## config.mk

```make
export PLATFORM = sky130hd
export DESIGN_NAME = if_fetch_stage
export DESIGN_NICKNAME = d
export VERILOG_FILES = /design/src/rtl/if_pkg.sv /design/src/rtl/if_wait_timer.sv /design/src/rtl/if_fetch_stage.sv
export SDC_FILE = /design/constraint.sdc
export NUM_CORES = 1
export LEC_CHECK = 0
export BUFFER_PORTS_ARGS = -buffer_cell sky130_fd_sc_hd__buf_2
export CAP_MARGIN = 10
export CORE_ASPECT_RATIO = 0.6
export CORE_MARGIN = 3
export CORE_UTILIZATION = 56
export DETAILED_ROUTE_END_ITERATION = 7
export GPL_TIMING_DRIVEN = 0
export PLACE_DENSITY = 0.9
export SYNTH_ARGS = -nofsm -noshare
export SYNTH_HDL_FRONTEND = slang
export SYNTH_SLANG_ARGS = --single-unit
```

## constraint.sdc

```tcl
create_clock -name clk -period 4.4 [get_ports clk]
set_input_delay 1.1 -clock clk [delete_from_list [all_inputs] [get_ports clk]]
set_output_delay 1.1 -clock clk [all_outputs]
set_load 0.05 [all_outputs]
```

## src/rtl/if_pkg.sv

```systemverilog
`default_nettype none
// ============================================================================
// Module      : if_pkg
// Description : Shared types and constants for the instruction-fetch stage:
//               FSM state encoding, reset defaults and the PC step.
// Revision    : 1.0 - initial release
// ============================================================================
package if_pkg;

    typedef enum logic [1:0] {
        ST_FETCH = 2'd0,    // request outstanding at pc
        ST_VALID = 2'd1,    // instruction presented to IF/ID
        ST_DROP  = 2'd2     // squashed request still in flight
    } if_state_t;

    localparam logic [31:0] c_reset_pc  = 32'h0000_0000;
    localparam logic [31:0] c_nop_instr = 32'h0000_0000;
    localparam logic [31:0] c_pc_inc    = 32'd4;

    // Sequential PC step; wraps modulo 2^32.
    function automatic logic [31:0] pc_inc(input logic [31:0] pc);
        return pc + c_pc_inc;
    endfunction

endpackage
`default_nettype wire

```

## src/rtl/if_wait_timer.sv

```systemverilog
`default_nettype none
// ============================================================================
// Module      : if_wait_timer
// Description : Saturating count of ready-less memory request cycles with a
//               sticky timeout flag.
// Ports       : clk, rst      - clock, synchronous active-high reset
//               cnt_en        - a request cycle went unanswered
//               clr           - response or redirect; restart the count
//               fetch_err     - sticky, set when the count reaches MAX_WAIT
// Revision    : 1.0 - initial release
// ============================================================================
module if_wait_timer #(
    parameter int MAX_WAIT = 255
) (
    input  logic clk,
    input  logic rst,
    input  logic cnt_en,
    input  logic clr,
    output logic fetch_err
);

    localparam int                 c_cnt_w = (MAX_WAIT < 2) ? 1 : $clog2(MAX_WAIT + 1);
    localparam logic [c_cnt_w-1:0] c_max   = c_cnt_w'(MAX_WAIT);
    localparam logic [c_cnt_w-1:0] c_one   = c_cnt_w'(1);

    logic [c_cnt_w-1:0] r_cnt;
    logic               r_err;

    always_ff @(posedge clk) begin
        if (rst) begin
            r_cnt <= '0;
            r_err <= 1'b0;
        end else if (clr) begin
            // Only the count restarts; the error flag stays sticky.
            r_cnt <= '0;
        end else if (cnt_en && (r_cnt != c_max)) begin
            r_cnt <= r_cnt + c_one;
            if (r_cnt == (c_max - c_one)) begin
                r_err <= 1'b1;
            end
        end
    end

    assign fetch_err = r_err;

endmodule
`default_nettype wire

```

## src/rtl/if_fetch_stage.sv

```systemverilog
`default_nettype none
// ============================================================================
// Module      : if_fetch_stage
// Description : Instruction-fetch stage. Owns the PC, requests instruction
//               memory and presents one instruction per fetch to IF/ID.
// Ports       : clk, rst                    - clock, sync active-high reset
//               stall                       - hold PC and presented instruction
//               branch_taken/branch_target  - redirect (highest priority)
//               jump/jump_target            - redirect
//               imem_req/imem_addr          - memory request, address
//               imem_ready/imem_rdata       - memory response
//               Write                       - IF/ID load strobe
//               instruction_out, PCNow_out, PCNext4_out - fetched instruction
//               fetch_err                   - sticky memory timeout
//               stall_cnt                   - only with IF_STALL_CNT_EN
// Options     : define IF_STALL_CNT_EN to add the stall_cnt output.
// Revision    : 1.0 - initial release
// ============================================================================
module if_fetch_stage
    import if_pkg::*;
#(
    parameter logic [31:0] RESET_PC  = c_reset_pc,
    parameter logic [31:0] NOP_INSTR = c_nop_instr,
    parameter int          MAX_WAIT  = 255
) (
    input  logic        clk,
    input  logic        rst,
    input  logic        stall,
    input  logic        branch_taken,
    input  logic [31:0] branch_target,
    input  logic        jump,
    input  logic [31:0] jump_target,
    output logic        imem_req,
    output logic [31:0] imem_addr,
    input  logic        imem_ready,
    input  logic [31:0] imem_rdata,
    output logic        Write,
    output logic [31:0] instruction_out,
    output logic [31:0] PCNow_out,
    output logic [31:0] PCNext4_out,
`ifdef IF_STALL_CNT_EN
    output logic [31:0] stall_cnt,
`endif
    output logic        fetch_err
);

    if_state_t   r_state;
    logic [31:0] r_pc;
    logic [31:0] r_drop_addr;   // address of the squashed request in DROP
    logic [31:0] r_instr;
    logic [31:0] r_pc_now;
    logic [31:0] r_pc_next4;

    logic        w_redirect;
    logic [31:0] w_target;
    logic        w_in_req;
    logic        w_wait;

    // Branch belongs to the older instruction, so it beats a jump.
    assign w_redirect = branch_taken | jump;
    assign w_target   = branch_taken ? branch_target : jump_target;
    assign w_in_req   = (r_state == ST_FETCH) || (r_state == ST_DROP);
    assign w_wait     = w_in_req && !imem_ready;

    assign imem_req  = w_in_req && !rst;
    // DROP keeps the squashed address on the bus until memory answers it.
    assign imem_addr = (r_state == ST_DROP) ? r_drop_addr : r_pc;
    assign Write     = (r_state == ST_VALID) && !stall && !w_redirect && !rst;

    assign instruction_out = r_instr;
    assign PCNow_out       = r_pc_now;
    assign PCNext4_out     = r_pc_next4;

    always_ff @(posedge clk) begin
        if (rst) begin
            r_state     <= ST_FETCH;
            r_pc        <= RESET_PC;
            r_drop_addr <= RESET_PC;
            r_instr     <= NOP_INSTR;
            r_pc_now    <= RESET_PC;
            r_pc_next4  <= pc_inc(RESET_PC);
        end else begin
            case (r_state)
                ST_FETCH: begin
                    if (w_redirect) begin
                        // Any data arriving now belongs to the old path.
                        r_pc <= w_target;
                        if (!imem_ready) begin
                            r_drop_addr <= r_pc;
                            r_state     <= ST_DROP;
                        end
                    end else if (imem_ready) begin
                        r_instr    <= imem_rdata;
                        r_pc_now   <= r_pc;
                        r_pc_next4 <= pc_inc(r_pc);
                        r_state    <= ST_VALID;
                    end
                end
                ST_VALID: begin
                    if (w_redirect) begin
                        r_pc    <= w_target;
                        r_state <= ST_FETCH;
                    end else if (!stall) begin
                        r_pc    <= pc_inc(r_pc);
                        r_state <= ST_FETCH;
                    end
                end
                ST_DROP: begin
                    if (w_redirect) begin
                        r_pc <= w_target;
                    end else if (imem_ready) begin
                        r_state <= ST_FETCH;
                    end
                end
                default: r_state <= ST_FETCH;
            endcase
        end
    end

    if_wait_timer #(
        .MAX_WAIT (MAX_WAIT)
    ) u_wait_timer (
        .clk       (clk),
        .rst       (rst),
        .cnt_en    (w_wait),
        .clr       ((w_in_req && imem_ready) || w_redirect),
        .fetch_err (fetch_err)
    );

`ifdef IF_STALL_CNT_EN
    logic [31:0] r_stall_cnt;
    logic        w_stall_evt;

    assign w_stall_evt = w_wait || ((r_state == ST_VALID) && stall);

    always_ff @(posedge clk) begin
        if (rst) begin
            r_stall_cnt <= 32'd0;
        end else if (w_stall_evt && (r_stall_cnt != 32'hFFFF_FFFF)) begin
            r_stall_cnt <= r_stall_cnt + 32'd1;
        end
    end

    assign stall_cnt = r_stall_cnt;
`else
    // Stall counter not built in this configuration.
`endif

endmodule
`default_nettype wire

```

[Word level (Yosys, flattened, before mapping)]
Cells that the tools add are included.
Widths: inputs -> output; s select.
Storage, ports and cells
  input bits: 102
  word-level logic and storage cells: 60
  output and inout port bits: 131
  flip-flop bits (word level): 171
Cells by class
  add/subtract/negate cells: 2
  equality and inequality tests: 10
  bitwise gates (word level): 4
  reductions and logical operators: 22
  multiplexer cells: 14
Operator list (number)
  $mux 32: 5
  $pmux 32 s2: 1
  $add 32x3->32 const B: 1
  $mux 2: 7
  $reduce_and 3->1: 4
  $ne 3x3->1 const B: 3
  $add 8x1->8 const B: 1
  $eq 8x8->1 const B: 1
  $ne 8x8->1 const B: 1
  $logic_and 1x1->1: 7
  $pmux 2 s3: 1
  $reduce_and 5->1: 1
  $logic_not 1->1: 4
  $ne 2x2->1 const B: 2
  $reduce_or 2->1: 2
  $not 1->1: 3
  $eq 2x1->1 const B: 1
  $eq 2x2->1 const B: 1
  $logic_not 2->1: 1
  $logic_or 1x1->1: 2
  $ne 2x1->1 const B: 1
  $reduce_bool 2->1: 1
  $or 1x1->1: 1

[Depth between registers and ports, before layout]
  word-level depth: 6
  gate-level depth with buffers: 8

[By module]
A second synthesis with hierarchy kept.
Unflattened totals
  cells, all modules: 1005
  area, all modules: 8149.1 sq um
By module, submodules not included
  if_fetch_stage: seq. area each 3203.1 sq um, instances 1, cells an instance 954, area an instance 7693.6 sq um
  if_wait_timer: seq. area each 180.2 sq um, instances 1, cells an instance 51, area an instance 455.4 sq um

[Least setup slack after synthesis]
Ideal clock, no wire load.
  kind: input to output
  from: input port rst
  to: output port imem_req
  buffers on the path: 3
  data required time: 3300 ps
  arrival: 2331 ps
  slack: 969 ps
  cell stages on the path: 4
  path through: clkbuf_1 -> clkbuf_1 -> clkbuf_1 -> nor2_1
On the way
  cells in the longest elaborated chain, start to end: 2
Ends and longest elaborated chain
  start, declared: line if_fetch_stage.sv:27  | input logic rst,
  $logic_not 1->1: line if_fetch_stage.sv:65  | assign imem_req = w_in_req && !rst;
  $logic_and 1x1->1: line if_fetch_stage.sv:65
  end, declared: line if_fetch_stage.sv:33  | output logic imem_req,
Every way passes these cells.

[Worst setup path in the final report]
Ends and elaborated chain as after synthesis.

==> reports/qor.csv <==
stage,metric,value,unit
finish,nets,1352,
grt,use_met1,0.479,
synthesis,synth_warnings,0,
sta,tightest_slew,1250,ps
cts,cts_tree,built,
synthesis,yosysTopAreaCell,dfxtp_1,
floorplanning,core,0.0137,mm2
sta,slew_violations,0,
grt,grt_use_met3,0.136,
pwr,vdd_ir_drop_max,257,uV
routing,antenna_left,0,
grt,grt.busiest_layer,met2,
worst_setup_path,crit_path_end_kind,output port,
synthesis,syn_nets,1103,
synthesis,synth_area,0.00794,mm2
sta,max_freq,242,MHz
worst_setup_path,cp_slowest_stage_delay,660,ps
worst_setup_path,path_class,in2out,
cts,cts.sinks,169,
routing,drt_first_iter_violations,1068,
floorplanning,num_io_pins,233,
worst_setup_path,cpMostUsedCell,clkbuf_1,
sta,timing.hold.ws,452,ps
pwr,p_total,3.88,mW
synthesis,syn_inst,998,
grt,antenna_found_initial,1,
worst_setup_path,r2r_setup_slack,1530,ps
worst_setup_path,cp-startpoint,rst,
routing,num_vias,8628,
sta,finalCritPeriodShare,0.939,
grt,grt_pass1_wl,43100,um
worst_setup_path,crit_slowest_cell,clkbuf_1,
routing,via_per_inst,5.94,
synthesis,yosysTopAreaCellShare,0.426,
grt,grt_max_degree,17,
placement,post_dp_cell_area,0.00934,mm2
cts,cts.clk_slew.worst_paths,60,ps
grt,met2_usage,0.505,
worst_setup_path,r2r_start,r_pc[2],
run_status,status,"complete, no violations",
placement,dp_slack,371,ps
job,maxCapViolCount,0,
routing,wirelength,28400,um
pwr,p_per_area,390,mW/mm2
synthesis,synth_cell_types,56,
worst_setup_path,start_kind,input pin,
routing,drc_errors,0,
grt,grt_overflow,0,
finish,areaGrowthSynthToFinish,25.1,%
finish,n_antenna_cell,0,
sta,slew_headroom,0.162,
sta,finalSetupViolations,0,
worst_setup_path,arrival,3030,ps
cts,cts_setup_buffers,0,
synthesis,syn_area_per_cell,7.96,um2
placement,gp_congestion,0.968,
worst_setup_path,cp.required,3300,ps
placement,dpl.hpwl,21200,um
finish,filler_cell_count,1078,
sta,fin_skew,11.9,ps
floorplanning,die-area,0.0157,mm2
synthesis,yosysSeqAreaShare,0.426,
cts,cts-root-buf,clkbuf_16,
cts,htree_levels,4,
routing,first_pass_iters,5,
sta,hold_viol,0,
floorplanning,initial_core_util,0.578,
finish,stdcell_area,0.00994,mm2
synthesis,synth_edf_count,0,
worst_setup_path,crit_chain,clkbuf_1 -> clkbuf_1 -> clkbuf_1 -> nor2_1 -> buf_2,
synthesis,ys_ff_latch,169,
cts,cts_max_path_buffers,2,
hold_path,hold_path_class,reg2reg,
sta,layout_setup_ws,268,ps
pwr,leakagePower,4.14,nW
finish,layout-drive-gt1-share,0.260,
grt,grt_pass1_vias,7915,
sta,final.setup.tns,0,ps
synthesis,ys_dominant_reg_cell,dfxtp_1,
routing,wl_per_cell,19.6,um
hold_path,hold_start,instruction_out[5],
sta,fin_crit,4130,ps
synthesis,synthTopCellsByArea,"dfxtp_1 43%, nand2_1 11%, a21oi_1 7.7%, mux2_2 4.5%, clkbuf_1 3.7%",
grt,grt_usage,0.350,
synthesis,async_reset_ff_frac,0,
worst_setup_path,worstPathMaxFanout,10,
sta,rsz0062_at_grt,no,
cts,cts_buffers,17,
placement,port_buffers,229,
cts,worstSkewPairLatency,430,ps
floorplanning,die_height,98.3,um
floorplanning,die_w,160,um
cts,ctsHoldBuffers,0,
cts,cts_resized,0,
floorplanning,rows,33,
## synthesized netlist by cell type, types with 12 or more instances
master / number
nand2_1: 232
dfxtp_1: 169
a21oi_1: 122
clkbuf_1: 78
nor2_1: 70
mux2_2: 32
a211oi_1: 30
o21ai_0: 30
mux2i_1: 26
xor2_1: 18
nand3_1: 17
xnor2_1: 14
nand4_1: 13
buf_2: 12
nor3_1: 12
## cell type report
| cell class | count | area [um2] | area share |
|---|---|---|---|
| buffer | 97 | 395 | 0.0398 |
| clock buffer | 18 | 439 | 0.0442 |
| clock inverter | 14 | 160 | 0.0161 |
| inverter | 5 | 18.8 | 0.00189 |
| multi-input combinational | 727 | 4150 | 0.418 |
| sequential | 169 | 3380 | 0.340 |
| tap | 192 | 240 | 0.0242 |
| timing repair buffer | 230 | 1150 | 0.116 |
## where the power goes
group	total [mW]	internal, mW	switching (mW)
Sequential	1.64	1.59	0.0433
Clock	1.54	0.868	0.673
Combinational	0.703	0.198	0.504
Total	3.88	2.66	1.22
## kinds of logic after synthesis
group           after synthesis  share of synthesized area
simple gates                409                      0.234
compound gates              225                      0.170
flops                       169                      0.426
buf+inv                     102                     0.0521
mux                          58                     0.0781
xor+xnor                     32                     0.0353
fa+ha+maj                     3                    0.00473
## per-layer routing
layer	wire length, um	vias to the layer above
li1	-	3928
met1	11700	3950
met2	11700	667
met3	4270	81
met4	787	2
met5	13	-
## layout by cell type (no fill, tap or decap), types with 18 or more instances in the layout
cell	n
nor2_1	70
nand2_1	232
mux2_2	32
mux2i_1	26
a211oi_1	30
dfxtp_1	169
buf_2	241
a21oi_1	122
clkbuf_1	78
xor2_1	18
o21ai_0	30
## critical path: cells and delay by family
family / cells / cell delay [ps]
buf+inv: 4 / 1850
simple gates: 1 / 70
## final timing paths
| check | to | cells past startpoint |
|---|---|---|
| setup / recovery | imem_req | 5 |
| hold / removal | instruction_out[5] | 2 |
| setup reg to reg | PCNext4_out[16] | 6 |
| hold reg to reg | instruction_out[5] | 2 |
## registers in the layout, indices dropped and copies added, names as in the netlist
signal	flops
u_wait_timer.fetch_err	1
PCNow_out	32
r_state	2
u_wait_timer.r_cnt	8
PCNext4_out	30
instruction_out	32
r_drop_addr	32
r_pc	32
## per-stage QoR
step | utilization | std cells
after global placement | 0.678 | 1419
final | 0.723 | 1452
after global routing | 0.723 | 1452
after CTS | 0.723 | 1451
after floorplan | - | 998
after detailed placement | 0.679 | 1419
Note: power is estimated with default switching activity, not from simulation.
